<file path="config.mk">
export PLATFORM = sky130hd
export DESIGN_NAME = mant_div24
export DESIGN_NICKNAME = d
export VERILOG_FILES = /design/src/rtl/mant_div24.sv
export SDC_FILE = /design/constraint.sdc
export NUM_CORES = 1
export LEC_CHECK = 0
export ABC_AREA = 0
export CAP_MARGIN = 25
export CORE_MARGIN = 2
export CORE_UTILIZATION = 55
export CTS_BUF_LIST = sky130_fd_sc_hd__clkbuf_8
export CTS_CLUSTER_DIAMETER = 50
export DETAILED_ROUTE_END_ITERATION = 16
export PLACE_DENSITY = 0.89
export SLEW_MARGIN = 20
export SYNTH_ARGS = -nofsm -noshare
export SYNTH_HDL_FRONTEND = slang
export SYNTH_SLANG_ARGS = --single-unit
export TNS_END_PERCENT = 20
</file>
<file path="constraint.sdc">
create_clock -name clk -period 6.4 [get_ports clk]
set_clock_uncertainty 0.2 [all_clocks]
set_input_delay 1.6 -clock clk [delete_from_list [all_inputs] [get_ports clk]]
set_output_delay 1.6 -clock clk [all_outputs]
set_load 0.01 [all_outputs]
</file>
<file path="src/rtl/mant_div24.sv">
// mant_div24: sequential restoring mantissa divider, 48-bit dividend by
// 24-bit divisor, one quotient bit per clock. Produces a 24-bit quotient and
// a 24-bit remainder, and flags overflow and divide-by-zero. The
// overflow/divide-by-zero cases return a saturated result after one cycle.
// Optional feature: define MANT_DIV24_STICKY_EN to add the registered sticky
// output (remainder non-zero).
module mant_div24 (
    input  logic        clk,
    input  logic        rst_n,
    input  logic        in_valid,
    output logic        in_ready,
    input  logic [47:0] dividend,
    input  logic [23:0] divisor,
    output logic        out_valid,
    input  logic        out_ready,
    output logic [23:0] quotient,
    output logic [23:0] remainder,
    output logic        ovf,
    output logic        dbz
`ifdef MANT_DIV24_STICKY_EN
    ,
    output logic        sticky
`endif
);

    typedef enum logic [1:0] {
        IDLE = 2'b00,
        RUN  = 2'b01,
        DONE = 2'b10
    } state_t;

    state_t      state_r;
    logic [23:0] divisor_r;
    logic [23:0] rem_r;        // partial remainder, always < divisor_r
    logic [23:0] shreg_r;      // low dividend bits still to be consumed, MSB first
    logic [23:0] q_r;          // quotient bits collected so far
    logic [4:0]  count_r;
    logic        fast_r;       // operands give a saturated result, skip iterations
    logic        dbz_pend_r;

    logic        in_ready_r;
    logic        out_valid_r;
    logic [23:0] quotient_r;
    logic [23:0] remainder_r;
    logic        ovf_r;
    logic        dbz_r;
`ifdef MANT_DIV24_STICKY_EN
    logic        sticky_r;
`endif

    logic [24:0] t_s;
    logic        ge_s;
    logic [23:0] rem_step_s;
    logic [23:0] q_step_s;

    // One restoring step: shift in the next dividend bit, subtract if it fits.
    // t - divisor < divisor < 2^24, so the low 24 bits of the difference are exact.
    always_comb begin
        t_s = {rem_r, shreg_r[23]};
        if (t_s >= {1'b0, divisor_r}) begin
            ge_s       = 1'b1;
            rem_step_s = t_s[23:0] - divisor_r;
        end else begin
            ge_s       = 1'b0;
            rem_step_s = t_s[23:0];
        end
        q_step_s = {q_r[22:0], ge_s};
    end

    // Control FSM, iteration datapath and registered result outputs.
    always_ff @(posedge clk or negedge rst_n) begin
        if (!rst_n) begin
            state_r     <= IDLE;
            divisor_r   <= 24'd0;
            rem_r       <= 24'd0;
            shreg_r     <= 24'd0;
            q_r         <= 24'd0;
            count_r     <= 5'd0;
            fast_r      <= 1'b0;
            dbz_pend_r  <= 1'b0;
            in_ready_r  <= 1'b1;
            out_valid_r <= 1'b0;
            quotient_r  <= 24'd0;
            remainder_r <= 24'd0;
            ovf_r       <= 1'b0;
            dbz_r       <= 1'b0;
`ifdef MANT_DIV24_STICKY_EN
            sticky_r    <= 1'b0;
`endif
        end else begin
            case (state_r)
                IDLE: begin
                    if (in_valid) begin
                        in_ready_r <= 1'b0;
                        divisor_r  <= divisor;
                        rem_r      <= dividend[47:24];
                        shreg_r    <= dividend[23:0];
                        q_r        <= 24'd0;
                        count_r    <= 5'd23;
                        // A zero divisor also satisfies hi >= divisor.
                        fast_r     <= (dividend[47:24] >= divisor);
                        dbz_pend_r <= (divisor == 24'd0);
                        state_r    <= RUN;
                    end else begin
                        in_ready_r <= 1'b1;
                        state_r    <= IDLE;
                    end
                end
                RUN: begin
                    if (fast_r) begin
                        quotient_r  <= 24'hFFFFFF;
                        remainder_r <= 24'd0;
                        ovf_r       <= 1'b1;
                        dbz_r       <= dbz_pend_r;
`ifdef MANT_DIV24_STICKY_EN
                        sticky_r    <= 1'b0;
`endif
                        out_valid_r <= 1'b1;
                        state_r     <= DONE;
                    end else begin
                        rem_r   <= rem_step_s;
                        shreg_r <= {shreg_r[22:0], 1'b0};
                        q_r     <= q_step_s;
                        if (count_r == 5'd0) begin
                            quotient_r  <= q_step_s;
                            remainder_r <= rem_step_s;
                            ovf_r       <= 1'b0;
                            dbz_r       <= 1'b0;
`ifdef MANT_DIV24_STICKY_EN
                            sticky_r    <= |rem_step_s;
`endif
                            out_valid_r <= 1'b1;
                            state_r     <= DONE;
                        end else begin
                            count_r <= count_r - 5'd1;
                            state_r <= RUN;
                        end
                    end
                end
                DONE: begin
                    if (out_ready) begin
                        out_valid_r <= 1'b0;
                        in_ready_r  <= 1'b1;
                        state_r     <= IDLE;
                    end else begin
                        state_r <= DONE;
                    end
                end
                default: begin
                    out_valid_r <= 1'b0;
                    in_ready_r  <= 1'b1;
                    state_r     <= IDLE;
                end
            endcase
        end
    end

    assign in_ready  = in_ready_r;
    assign out_valid = out_valid_r;
    assign quotient  = quotient_r;
    assign remainder = remainder_r;
    assign ovf       = ovf_r;
    assign dbz       = dbz_r;
`ifdef MANT_DIV24_STICKY_EN
    assign sticky    = sticky_r;
`endif

endmodule

</file>
== Yosys cells after proc, flatten, opt, wreduce, memory -nomap -nowiden ==
Cells that the tools add are included.
W data, S select, Z words.
Storage, ports and cells
  flip-flop bits (word level): 156
  bits of input ports: 76
  logic and storage cells: 72
Cells by class
  add/subtract/negate cells: 2
  magnitude comparators: 2
  eq/ne operators: 7
  mux-type cells: 34
  bitwise logic cells: 2
  reductions and logical operators: 11
Operator list (number)
  $mux W24: 9
  $pmux W24 S2: 2
  $mux W23: 2
  $pmux W23 S2: 1
  $ge A25 B24 Y1: 1
  $ge A24 B24 Y1: 1
  $logic_not A24 Y1: 1
  $sub A24 B24 Y24: 1
  $mux W5: 3
  $mux W1: 10
  $pmux W5 S2: 1
  $ne A2 B2 Y1 const B: 4
  $mux W2: 3
  $pmux W1 S3: 2
  $pmux W2 S3: 1
  $reduce_and A2 Y1: 3
  $reduce_and A3 Y1: 2
  $logic_not A5 Y1: 1
  $sub A5 B1 Y5 const B: 1
  $reduce_and A4 Y1: 1
  $reduce_bool A2 Y1: 2
  $ne A3 B3 Y1 const B: 1
  $eq A2 B1 Y1 const B: 1
  $eq A2 B2 Y1 const B: 1
  2 further kinds: 3

== Depth between registers and ports, before layout ==
  depth after elaboration: 4
  mapped depth: 14

== Worst setup path before layout ==
OpenSTA, ideal clock, no wires.
  path type: input port to flip-flop
  from: input port divisor[9]
  to: register fast_r
  setup time: 0.082 ns
  arrival time: 2.853 ns
  data required time: 6.118 ns
  path slack: 3.265 ns
  cell stages on the path: 10
  cell sequence: inv_1 ha_1 a21o_1 a21o_1 a21oi_1 o21ai_0 nand3_1 a21o_1 a31o_2 a31oi_1
On the way
  word-level cells in the longest chain between the ends: 1
RTL lines
  from (decl): RTL line 13  | input logic [23:0] divisor,
  $ge A24 B24 Y1: RTL line 101  | fast_r <= (dividend[47:24] >= divisor);
  to (signal assigned): RTL line 101
  to (decl): RTL line 38  | logic fast_r;
Every way passes these cells.
A chain may end at the register's enable or synchronous reset.

== Final worst setup path ==
  from: register rem_r[0]
  to: register remainder_r[22], in the netlist remainder[22]
On the way
  word-level cells in the longest chain between the ends: 4
  elaborated cells on any way between the ends: 5
  those cells by class: add/sub (1); order compare (1); mux (3)
RTL lines
  from (decl): RTL line 34  | logic [23:0] rem_r;
  from (signal assigned): RTL line 96  | rem_r <= dividend[47:24];
  from (signal assigned): RTL line 121  | rem_r <= rem_step_s;
  $sub A24 B24 Y24 / $ge A25 B24 Y1 (equally long branches): RTL line 62, 60
  $mux W24 (*): RTL line 60  | if (t_s >= {1'b0, divisor_r}) begin
  $mux W24 (*): RTL line 124  | if (count_r == 5'd0) begin
  $mux W24 (*): RTL line 110  | if (fast_r) begin
  to (signal assigned): RTL line 126  | remainder_r <= rem_step_s;
  to (decl): RTL line 44  | logic [23:0] remainder_r;
Mark *: on every way between the ends. The rest lies on a longest branch, timed or not. The select of a mux whose other input is x is not followed.

==> key figures <==
Run status
  • Status: finished clean

Clocking
  • Clock Tree Root: clkbuf_8
  • TritonCTS Buffers: 17
  • CTS tree: built
  • Post-cts sizing count: 0
  • Worst skew pair latency: 460 ps
  • CTS sink cnt: 156
  • Post-CTS Setup Inserts: 0
  • Clk buf depth: 2
  • Clock Pin Slew Worst Setup and Hold Paths: 90 ps
  • H-tree depth: 4
  • Hold-fix buffers at CTS: 0

Power
  • VDD IR-drop max: 264 uV
  • Switching part of the total power: 44.1%
  • Clock share of power: 16.8%
  • Comb power frac: 53.9%
  • Leakage Power: 4.53 nW
  • Pwr dens: 505 mW/mm^2
  • Pint: 0.00280 W
  • Net Switching: 0.00220 W
  • Reg power frac: 29.3%

Setup path
  • Worst Reg-to-Reg Cells: 10
  • Slowest stage cell, crit path: o31a_1
  • FF-to-FF End: remainder[22]
  • Critical Path End Type: flop
  • R2r startpoint: rem_r[0]
  • Critical Path Fanout Max: 18
  • CP peak stage delay: 480 ps
  • CP Class: reg2reg
  • Worst EP required: 6520 ps
  • Delay-heaviest family, CP: compound AO/OA/AOI/OAI gates
  • Critical path data arrival time: 3940 ps
  • WP buf/inv: 1
  • Worst-path cell chain: ha_1 > nor2b_1 > o211ai_1 > a211o_1 > a31oi_1 > o31a_1 > or2_1 > buf_4 > mux2i_1 > o21ai_1
  • Stages on the worst setup path: 10
  • Reg-to-reg slack, setup: 2580 ps
  • Startpoint Class: flop

GRT
  • Maximum number of pins on one net before global-route repair: 115
  • Total track usage: 27.1%
  • Vias in the first global route: 6,704
  • First-pass GRT wire length: 34,100 um
  • Gr ovfl total: 0
  • Initial antenna violation count: 0

STA
  • Hold Worst Slack: 287 ps
  • Fmax: 0.262 GHz
  • Tcrit/Tclk final: 59.6%
  • Max Slew Vio Count: 0
  • Max transition margin: 36.6%
  • Worst Max-Slew Pin Slew: 950 ps
  • Setup tns final: 0 ps
  • RSZ-0062 raised after global routing: false
  • # setup viols final: 0
  • Hold Vio Cnt, Final: 0
  • Minimum clock period: 3820 ps

Worst hold path
  • Hold Path Origin: shreg_r[9]
  • WHS Path Cells: 2
  • HP Class: reg2reg
  • Hold Path Sink: shreg_r[9]

Placed design
  • Routability Congestion: 0.918
  • DP Wirelength: 14,100 um
  • IO buf count: 127

Floorplan
  • Initial core utilization: 56.0%
  • Die height: 125 um
  • Die W: 125 um
  • IO Pins: 128
  • Die area: 0.0157 mm^2
  • Core ar.: 0.0144 mm^2
  • Row count: 44

Layout
  • N_diodes: 0
  • Filler Cell Count: 1,094
  • Share of post-route cells with drive strength above 1: 5.28%
  • Total Nets Final: 1,060
  • P&R area growth vs syn: 22.4%

Yosys
  • Post-Synthesis Cell Area: 0.00808 mm^2
  • Register area share after synthesis: 48.3%
  • Total nets after synthesis: 953
  • Top FF cell, synth: dfrtp_1
  • YS warnings: 0
  • Largest area contributor in the netlist: dfrtp_1
  • Top cells by area, synth: dfrtp_1, ha_1, nand2_1
  • Synthesized instance count: 827
  • Async SR Flop Fraction: 100%
  • Post-synth top area share: 48.0%
  • FF+latch count, synth: 156
  • Post-Syn Area per Cell: 9.77 um^2
  • Netlist cell types: 54
  • Number of synthesized flops with an enable pin: 0

Detailed routing
  • Routed vias: 6,849
  • DR WL met2: 9620 um
  • Remaining DRCs: 0
  • Top layer in use: met4
  • M1 WL: 9260 um
  • Wire per inst: 18.3 um
  • Routed Wire Length: 20,700 um
  • Metal3 WL: 1250 um
  • DR pass1 iterations: 5
  • Initial DRC count: 683
  • Post-DR vias/cell: 6.06
  • Antenna-violating nets left: 0

Flow run
  • Max-capacitance violation count: 0
==> through the flow <==
stage	power [W]	utilization, %	cells	setup slack, ps	cell area [um^2]
final	0.00500	68.6	1131	2580	9900
after global routing	0.00534	68.6	1131	2370	9900
after CTS	0.00495	68.6	1131	2680	9890
after detailed placement	0.00408	65.5	1099	2410	9440
after global placement	0.00399	65.5	1099	2470	9440
after floorplan	0.00346	-	827	3270	8080
==> cells in the mapped netlist, types with 6 or more instances <==
cell / number
nand4_1: 6
buf_6: 6
a21o_1: 20
o21ai_1: 54
o21ai_0: 45
o22a_1: 28
nand3_1: 7
clkbuf_1: 37
nor2b_1: 6
nand2_1: 119
a31oi_1: 6
a22o_1: 24
nor2_1: 23
a22oi_1: 46
inv_1: 57
a21oi_1: 27
nand2b_1: 6
dfrtp_1: 155
nor4_1: 7
xnor2_1: 15
ha_1: 49
mux2i_1: 16
==> how the worst max path moves through the flow <==
| stage | startpoint | endpoint |
|---|---|---|
| after global placement | in_valid | rem_r[6] |
| after CTS | rem_r[6] | remainder[22] |
| final | rem_r[0] | remainder[22] |
| after floorplan | divisor[9] | fast_r |
| after global routing | rem_r[7] | remainder[22] |
| after detailed placement | in_valid | rem_r[8] |
==> worst reg2reg max path, delay by kind of cell, from the launching register on <==
kind,cells,cell delay (ps)
simple gates,2,590
fa+ha+maj,1,320
buf+inv,1,370
compound gates,5,1330
mux,1,410
flops,1,450
==> placed cells by master, fill, tap and decap left out, types with 27 or more instances in the layout <==
| master | n |
|---|---|
| inv_1 | 57 |
| nand2_1 | 119 |
| a22oi_1 | 46 |
| clkdlybuf4s50_1 | 126 |
| o21ai_0 | 45 |
| ha_1 | 49 |
| o21ai_1 | 53 |
| a21oi_1 | 27 |
| dfrtp_1 | 155 |
| o22a_1 | 28 |
==> flip-flops by register name (all words and copies together) (netlist names), 2 cells and up <==
signal / flops
q_r: 23
quotient: 24
divisor_r: 24
shreg_r: 24
rem_r: 24
remainder: 24
state_r: 2
count_r: 5
==> cells by family (layout without fill, tap and decap cells) <==
family / after synthesis / after routing / synth area share, %
flops: 156 / 156 / 48.3
compound gates: 284 / 284 / 23.4
xor+xnor: 19 / 19 / 2.06
mux: 16 / 16 / 1.98
simple gates: 198 / 198 / 11.0
fa+ha+maj: 50 / 50 / 7.83
buf+inv: 104 / 224 / 5.42
==> power by group through the flow <==
| stage | logic [W] | registers, W | clock network [W] |
|---|---|---|---|
| floorplan | 0.00204 | 0.00143 | 0 |
| global placement | 0.00253 | 0.00146 | 0 |
| detailed placement | 0.00261 | 0.00147 | 0 |
| CTS | 0.00265 | 0.00146 | 0.000845 |
| global route | 0.00297 | 0.00149 | 0.000883 |
| finish | 0.00270 | 0.00147 | 0.000838 |
==> per-layer routing <==
layer | vias to the layer above | global-route usage [%]
met2 | 271 | 41.3
met5 | - | 0
met4 | 0 | 11.8
met1 | 3354 | 38.8
met3 | 42 | 4.11
li1 | 3182 | -
==> final cells by class <==
class / instances / area, um^2 / share of cell area, %
Tap cell: 184 / 230 / 2.33
Timing Repair Buffer: 135 / 1340 / 13.5
Clock inverter: 14 / 205 / 2.07
Inverter: 57 / 214 / 2.16
Sequential cell: 156 / 3910 / 39.5
Multi-Input combinational cell: 567 / 3760 / 38.0
Clock buffer: 18 / 248 / 2.50
(Power assumes the default switching activity.)
